`src/rtl/operand_builder_if.sv`:
```
// Key-input, ALU-request/result and display signals of the calculator operand builder.
// slave: the operand_builder itself. master: the environment around it (keypad, ALU, display).
interface operand_builder_if;
  logic [4:0]  i_data;
  logic        i_valid;
  logic        o_ready;
  logic [15:0] o_op_a;
  logic [15:0] o_op_b;
  logic [1:0]  o_opcode;
  logic        o_req_valid;
  logic        i_req_ready;
  logic [15:0] i_res;
  logic        i_res_err;
  logic        i_res_valid;
  logic [15:0] o_disp_value;
  logic        o_disp_err;

  modport slave (
    input  i_data, i_valid, i_req_ready, i_res, i_res_err, i_res_valid,
    output o_ready, o_op_a, o_op_b, o_opcode, o_req_valid, o_disp_value, o_disp_err
  );

  modport master (
    output i_data, i_valid, i_req_ready, i_res, i_res_err, i_res_valid,
    input  o_ready, o_op_a, o_op_b, o_opcode, o_req_valid, o_disp_value, o_disp_err
  );
endinterface

```
`src/rtl/operand_builder.sv`:
```
// Turns keystrokes into calculator operations: builds two decimal operands,
// latches the operator, issues one ALU request per operation and takes the
// result back as the next first operand (chained operations supported).
module operand_builder #(
  parameter int MAX_DIGITS = 4
) (
  input logic             clk,
  input logic             rst,
  operand_builder_if.slave bus
);

  localparam int CNT_W = $clog2(MAX_DIGITS + 1);
  localparam logic [CNT_W-1:0] CNT_MAX = CNT_W'(MAX_DIGITS);

  typedef enum logic [2:0] {
    ST_ENTER_A,
    ST_OP_SET,
    ST_ENTER_B,
    ST_ISSUE,
    ST_WAIT_RES,
    ST_RESULT,
    ST_ERROR
  } state_e;

  state_e           state_q, state_d;
  logic [15:0]      a_q, a_d;
  logic [15:0]      b_q, b_d;
  logic [CNT_W-1:0] cnt_q, cnt_d;
  logic [1:0]       opcode_q, opcode_d;
  logic             pend_vld_q, pend_vld_d;
  logic [1:0]       pend_op_q, pend_op_d;

  // Key decode
  logic        ready;
  logic        key_fire;
  logic        is_digit, is_ac, is_op, is_eq;
  logic [3:0]  digit;
  logic [15:0] digit_ext;
  logic [1:0]  key_op;

  assign ready     = !rst && (state_q != ST_ISSUE) && (state_q != ST_WAIT_RES);
  assign key_fire  = bus.i_valid && ready;
  assign is_digit  = bus.i_data < 5'd10;
  assign is_ac     = bus.i_data == 5'd16;
  assign is_op     = (bus.i_data >= 5'd17) && (bus.i_data <= 5'd20);
  assign is_eq     = bus.i_data == 5'd21;
  assign digit     = bus.i_data[3:0];
  assign digit_ext = {12'd0, digit};
  assign key_op    = 2'(bus.i_data - 5'd17);

  // Shared digit accumulator for whichever operand is being typed.
  // Leading zeros are swallowed and digits past MAX_DIGITS are dropped.
  logic [15:0] acc_in, acc_next;
  logic        acc_take;

  assign acc_in   = (state_q == ST_ENTER_B) ? b_q : a_q;
  assign acc_next = acc_in * 16'd10 + digit_ext;
  assign acc_take = !((digit == 4'd0) && (acc_in == 16'd0)) && (cnt_q < CNT_MAX);

  // Next-state and datapath update for every state
  always_comb begin
    // NOTE: every signal assigned here gets a default first so no latch is inferred.
    state_d    = state_q;
    a_d        = a_q;
    b_d        = b_q;
    cnt_d      = cnt_q;
    opcode_d   = opcode_q;
    pend_vld_d = pend_vld_q;
    pend_op_d  = pend_op_q;

    if (key_fire && is_ac) begin
      a_d        = '0;
      b_d        = '0;
      cnt_d      = '0;
      opcode_d   = '0;
      pend_vld_d = 1'b0;
      pend_op_d  = '0;
      state_d    = ST_ENTER_A;
    end else begin
      unique case (state_q)
        ST_ENTER_A: begin
          if (key_fire && is_digit && acc_take) begin
            a_d   = acc_next;
            cnt_d = cnt_q + CNT_W'(1);
          end else if (key_fire && is_op) begin
            opcode_d = key_op;
            state_d  = ST_OP_SET;
          end
        end
        ST_OP_SET: begin
          if (key_fire && is_op) begin
            opcode_d = key_op;
          end else if (key_fire && is_digit) begin
            b_d     = digit_ext;
            cnt_d   = CNT_W'(digit != 4'd0);
            state_d = ST_ENTER_B;
          end
        end
        ST_ENTER_B: begin
          if (key_fire && is_digit && acc_take) begin
            b_d   = acc_next;
            cnt_d = cnt_q + CNT_W'(1);
          end else if (key_fire && is_eq) begin
            pend_vld_d = 1'b0;
            state_d    = ST_ISSUE;
          end else if (key_fire && is_op) begin
            pend_vld_d = 1'b1;
            pend_op_d  = key_op;
            state_d    = ST_ISSUE;
          end
        end
        ST_ISSUE: begin
          if (bus.i_req_ready) state_d = ST_WAIT_RES;
        end
        ST_WAIT_RES: begin
          if (bus.i_res_valid) begin
            if (bus.i_res_err) begin
              state_d = ST_ERROR;
            end else begin
              a_d   = bus.i_res;
              b_d   = '0;
              cnt_d = '0;
              if (pend_vld_q) begin
                opcode_d   = pend_op_q;
                pend_vld_d = 1'b0;
                pend_op_d  = '0;
                state_d    = ST_OP_SET;
              end else begin
                state_d = ST_RESULT;
              end
            end
          end
        end
        ST_RESULT: begin
          if (key_fire && is_digit) begin
            a_d     = digit_ext;
            cnt_d   = CNT_W'(digit != 4'd0);
            state_d = ST_ENTER_A;
          end else if (key_fire && is_op) begin
            opcode_d = key_op;
            state_d  = ST_OP_SET;
          end
        end
        ST_ERROR: ;
        default: state_d = ST_ENTER_A;
      endcase
    end
  end

  // State and operand registers with synchronous reset
  always_ff @(posedge clk) begin
    // NOTE: sequential state uses non-blocking assignments so all flops update together.
    if (rst) begin
      state_q    <= ST_ENTER_A;
      a_q        <= '0;
      b_q        <= '0;
      cnt_q      <= '0;
      opcode_q   <= '0;
      pend_vld_q <= 1'b0;
      pend_op_q  <= '0;
    end else begin
      state_q    <= state_d;
      a_q        <= a_d;
      b_q        <= b_d;
      cnt_q      <= cnt_d;
      opcode_q   <= opcode_d;
      pend_vld_q <= pend_vld_d;
      pend_op_q  <= pend_op_d;
    end
  end

  assign bus.o_ready      = ready;
  assign bus.o_req_valid  = (state_q == ST_ISSUE);
  assign bus.o_op_a       = a_q;
  assign bus.o_op_b       = b_q;
  assign bus.o_opcode     = opcode_q;
  assign bus.o_disp_value = (state_q == ST_ENTER_B) ? b_q : a_q;
  assign bus.o_disp_err   = (state_q == ST_ERROR);

endmodule
```
`src/flat_wrapper.sv`:
```
// flat-port wrapper written by rule: the top's interface ports become plain ports
module operand_builder_flat 
#(
  parameter int MAX_DIGITS = 4
)
  (clk, rst, bus_i_data, bus_i_valid, bus_i_req_ready, bus_i_res, bus_i_res_err, bus_i_res_valid, bus_o_ready, bus_o_op_a, bus_o_op_b, bus_o_opcode, bus_o_req_valid, bus_o_disp_value, bus_o_disp_err);
  operand_builder_if bus_i ();
  input logic clk;
  input logic rst;
  input wire logic [$bits(bus_i.i_data)-1:0] bus_i_data;
  input wire logic [$bits(bus_i.i_valid)-1:0] bus_i_valid;
  input wire logic [$bits(bus_i.i_req_ready)-1:0] bus_i_req_ready;
  input wire logic [$bits(bus_i.i_res)-1:0] bus_i_res;
  input wire logic [$bits(bus_i.i_res_err)-1:0] bus_i_res_err;
  input wire logic [$bits(bus_i.i_res_valid)-1:0] bus_i_res_valid;
  output wire logic [$bits(bus_i.o_ready)-1:0] bus_o_ready;
  output wire logic [$bits(bus_i.o_op_a)-1:0] bus_o_op_a;
  output wire logic [$bits(bus_i.o_op_b)-1:0] bus_o_op_b;
  output wire logic [$bits(bus_i.o_opcode)-1:0] bus_o_opcode;
  output wire logic [$bits(bus_i.o_req_valid)-1:0] bus_o_req_valid;
  output wire logic [$bits(bus_i.o_disp_value)-1:0] bus_o_disp_value;
  output wire logic [$bits(bus_i.o_disp_err)-1:0] bus_o_disp_err;
  assign bus_i.i_data = bus_i_data;
  assign bus_i.i_valid = bus_i_valid;
  assign bus_i.i_req_ready = bus_i_req_ready;
  assign bus_i.i_res = bus_i_res;
  assign bus_i.i_res_err = bus_i_res_err;
  assign bus_i.i_res_valid = bus_i_res_valid;
  assign bus_o_ready = bus_i.o_ready;
  assign bus_o_op_a = bus_i.o_op_a;
  assign bus_o_op_b = bus_i.o_op_b;
  assign bus_o_opcode = bus_i.o_opcode;
  assign bus_o_req_valid = bus_i.o_req_valid;
  assign bus_o_disp_value = bus_i.o_disp_value;
  assign bus_o_disp_err = bus_i.o_disp_err;
  operand_builder #(.MAX_DIGITS(MAX_DIGITS)) u_core (.clk(clk), .rst(rst), .bus(bus_i));
endmodule
```
`config.mk`:
```
export PLATFORM = sky130hd
export DESIGN_NAME = operand_builder_flat
export DESIGN_NICKNAME = d
export VERILOG_FILES = /design/src/rtl/operand_builder_if.sv /design/src/rtl/operand_builder.sv /design/src/flat_wrapper.sv
export SDC_FILE = /design/constraint.sdc
export NUM_CORES = 1
export LEC_CHECK = 0
export BUFFER_PORTS_ARGS = -buffer_cell sky130_fd_sc_hd__buf_4
export CORE_ASPECT_RATIO = 0.9
export CORE_UTILIZATION = 45
export DETAILED_ROUTE_END_ITERATION = 7
export PLACE_DENSITY = 0.68
export RECOVER_POWER = 25
export SYNTH_ARGS = -nofsm -noshare
export SYNTH_HDL_FRONTEND = slang
export SYNTH_SLANG_ARGS = --single-unit
```
`constraint.sdc`:
```
create_clock -name clk -period 4.8 [get_ports clk]
set_clock_uncertainty 0.15 [all_clocks]
set_input_delay 0.48 -clock clk [delete_from_list [all_inputs] [get_ports clk]]
set_output_delay 0.48 -clock clk [all_outputs]
set_load 0.05 [all_outputs]
```
==> flow_summary.ini <==
[worst_setup_path]
crit_buf_inv = 1
worstPathCellList = or3b_1, buf_4, mux2i_2, xor2_1, ha_1, a21o_1, or3_1, o211ai_1, or3b_1, nor3_2, or4bb_1, and4b_1, a211oi_2
cpMostUsedCell = or3b_1
path_max_fanout = 6
critPathLaunchType = register
cp_top_family = simple AND/OR/NAND/NOR gates
reg2reg_slack_ps = 320
cpMaxStageDelayCell = or3b_1
cp-end-kind = register
max_stage_delay_ps = 500
critPathArrivalTime_ps = 4550
r2r-end = u_core.bus.o_op_a[15]
cp_data_required_time_ps = 4860
ff2ff_path_depth = 13
critical_path_class = register to register
r2r_start = u_core.state_q[1]

[global_routing]
grt_pass1_vias = 3481
track_usage = 0.2783
overflow = 0
grt_max_degree = 35
antenna_found_initial = 0
grt_pass1_wl_um = 17730

[logic_synthesis]
synth_largest_area_cell = dfxtp_1
synth_area_mm2 = 0.003592
avgSynthCellArea_um2 = 8.091
netlist_top_cells_count = nor2_1 (59), dfxtp_1 (43), nand2_1 (32)
synth_top_cells_by_area = dfxtp_1 (24%), ha_1 (7.0%), nor2_1 (6.2%)
synth-seq-cells = 43
synth_cell_type_count = 74
synth-async-reset-ratio = 0
yosysSeqAreaShare = 0.2396
synthFlopType = dfxtp_1
syn_inst = 444
synth_edf_count = 0
yosys_warnings = 0
syn-num-nets = 493
synth_top_area_frac = 0.2396
synth_most_common_cell = nor2_1

[pwr]
power_density_mw_per_mm2 = 209.6
vdd.ir_drop.worst_v = 0.0001139
p_leak_nw = 1.963

[floorplan]
ios = 80
fp-row-count = 30
start_util = 0.4714
coreArea_mm2 = 0.007620
die_h_um = 86.76
die_w_um = 96.18
dieArea_mm2 = 0.008345

[cts]
cts_tree = done
h-tree-depth = 2
cts_root_buffer = clkbuf_8
clk_pin_slew_ps = 80
clkLatencyLatePin_ps = 290
cts_buffers = 5
cts_sinks = 43
clk_path_buf_depth = 2

[layout]
regArea_um2 = 860.8
diodes = 0
area.growth.synth_to_final_pct = 21.63
instances_no_fill = 627
drive_gt1_frac = 0.2072
multi_input_area_mm2 = 0.002526
nFillCells = 742
fin_nets = 580
utilization = 0.5734

[route]
vias = 3673
ant_nets = 0
drt_iter0_markers = 245
viasPerCell = 5.858
drcViolationCount = 0
wire_per_inst_um = 17.99
first_pass_iters = 5
wl_um = 11280

[sta]
tightest_slew_ps = 823.8
fin_crit_sh = 0.9337
slew_headroom = 0.4467
max_freq_mhz = 223.1
min_period_ps = 4482
setup_tns_ps = 0
hold_violations = 0
rsz0062_at_grt = no
slew_viol_final = 0
setup_violations = 0

[placed_design]
io_buffer_count = 79
place.gp.congestion = 0.9073
dp.cells = 620
hpwl_um = 8716

[flow_run]
maxCapViolCount = 0

[min_path]
hold_path.class = register to register
hp-start = u_core.bus.o_opcode[0]
holdPathEnd = u_core.bus.o_opcode[0]
hold-path-cell-count = 2

[status]
status = complete, no violations
flip-flops by register name (all words and copies together) (netlist names):
register / flops
u_core.bus.o_op_a: 16
u_core.bus.o_op_b: 16
u_core.cnt_q: 3
u_core.state_q: 3
u_core.bus.o_opcode: 2
u_core.pend_op_q: 2
u_core.pend_vld_q: 1
worst max-delay path by stage:
| stage | end | depth (start not counted) | slack, ps | start |
|---|---|---|---|---|
| after CTS | u_core.bus.o_op_a[15] | 15 | 120 | u_core.state_q[1] |
| final | u_core.bus.o_op_a[15] | 13 | 320 | u_core.state_q[1] |
| after detailed placement | u_core.bus.o_op_a[15] | 15 | 150 | u_core.state_q[1] |
| after floorplan | u_core.bus.o_op_a[15] | 16 | 120 | u_core.state_q[2] |
| after global placement | u_core.bus.o_op_a[15] | 15 | 300 | u_core.state_q[1] |
| after global routing | u_core.bus.o_op_a[15] | 14 | 30 | u_core.state_q[1] |
cells by family after synthesis:
family	synth area share
AO/OA/AOI/OAI	0.2348
flip-flops	0.2396
buffers and inverters	0.06200
adder cells (fa/ha/maj)	0.08081
AND/OR/NAND/NOR	0.2532
XOR/XNOR	0.06583
multiplexers	0.06374
tightest hold or removal path: cells and delay by family, from the launching register on:
kind	cells	cell delay (ps)
AOI/OAI and AO/OA	1	50
DFF	1	320
and+or+nand+nor	1	50
where the power goes:
part	switching, W	total [W]	internal [W]	leakage [nW]
logic	0.000193	0.000304	0.000111	1.57
clock network	0.000123	0.000236	0.000113	0.0470
registers	0.00000979	0.000376	0.000366	0.348
per-layer routing:
metal,part of all wire,vias up,global-route usage
li1,-,1792,-
met1,0.47,1710,0.4070
met2,0.43,157,0.4146
met3,0.083,14,0.05000
met4,0.015,0,0.07734
met5,0,-,0
layout make-up:
class / count / share of cell area
Tap cell: 96 / 0.02749
Inverter: 23 / 0.01976
Multi-Input combinational cell: 356 / 0.5782
Timing Repair Buffer: 102 / 0.1575
Clock buffer: 6 / 0.01890
Sequential cell: 43 / 0.1970
Clock inverter: 1 / 0.001145
what timing repair did:
item                                    CTS  global route
endpoints found under the setup margin    0             4
hold buffers                              0             0
setup buffers                             0             0
resized for setup                         0             2
endpoints found under the hold margin     0             0
metrics by stage:
step | hold WS [ps] | power, W | setup slack [ps] | cell area, um2
2_1_floorplan | 282.3 | 0.0005960 | 123.7 | 3595
3_3_place_gp | 291.2 | 0.0006887 | 296.8 | 4362
3_5_place_dp | 296.5 | 0.0006908 | 148.4 | 4362
4_1_cts | 308.3 | 0.0009247 | 119.6 | 4449
5_1_grt | 318.7 | 0.0009637 | 34.97 | 4369
6_report | 304.3 | 0.0009157 | 318.1 | 4369
placed cells by master, fill, tap and decap left out, types with 16 or more instances in the layout:
cell	instances
ha_1	20
a21oi_1	20
xor2_1	16
inv_1	22
buf_4	77
nor3_1	18
dfxtp_1	43
clkbuf_1	24
nand2_1	31
mux2i_1	19
nor2_1	59
o21ai_0	17
No activity file was read; power rests on OpenSTA's default activity.
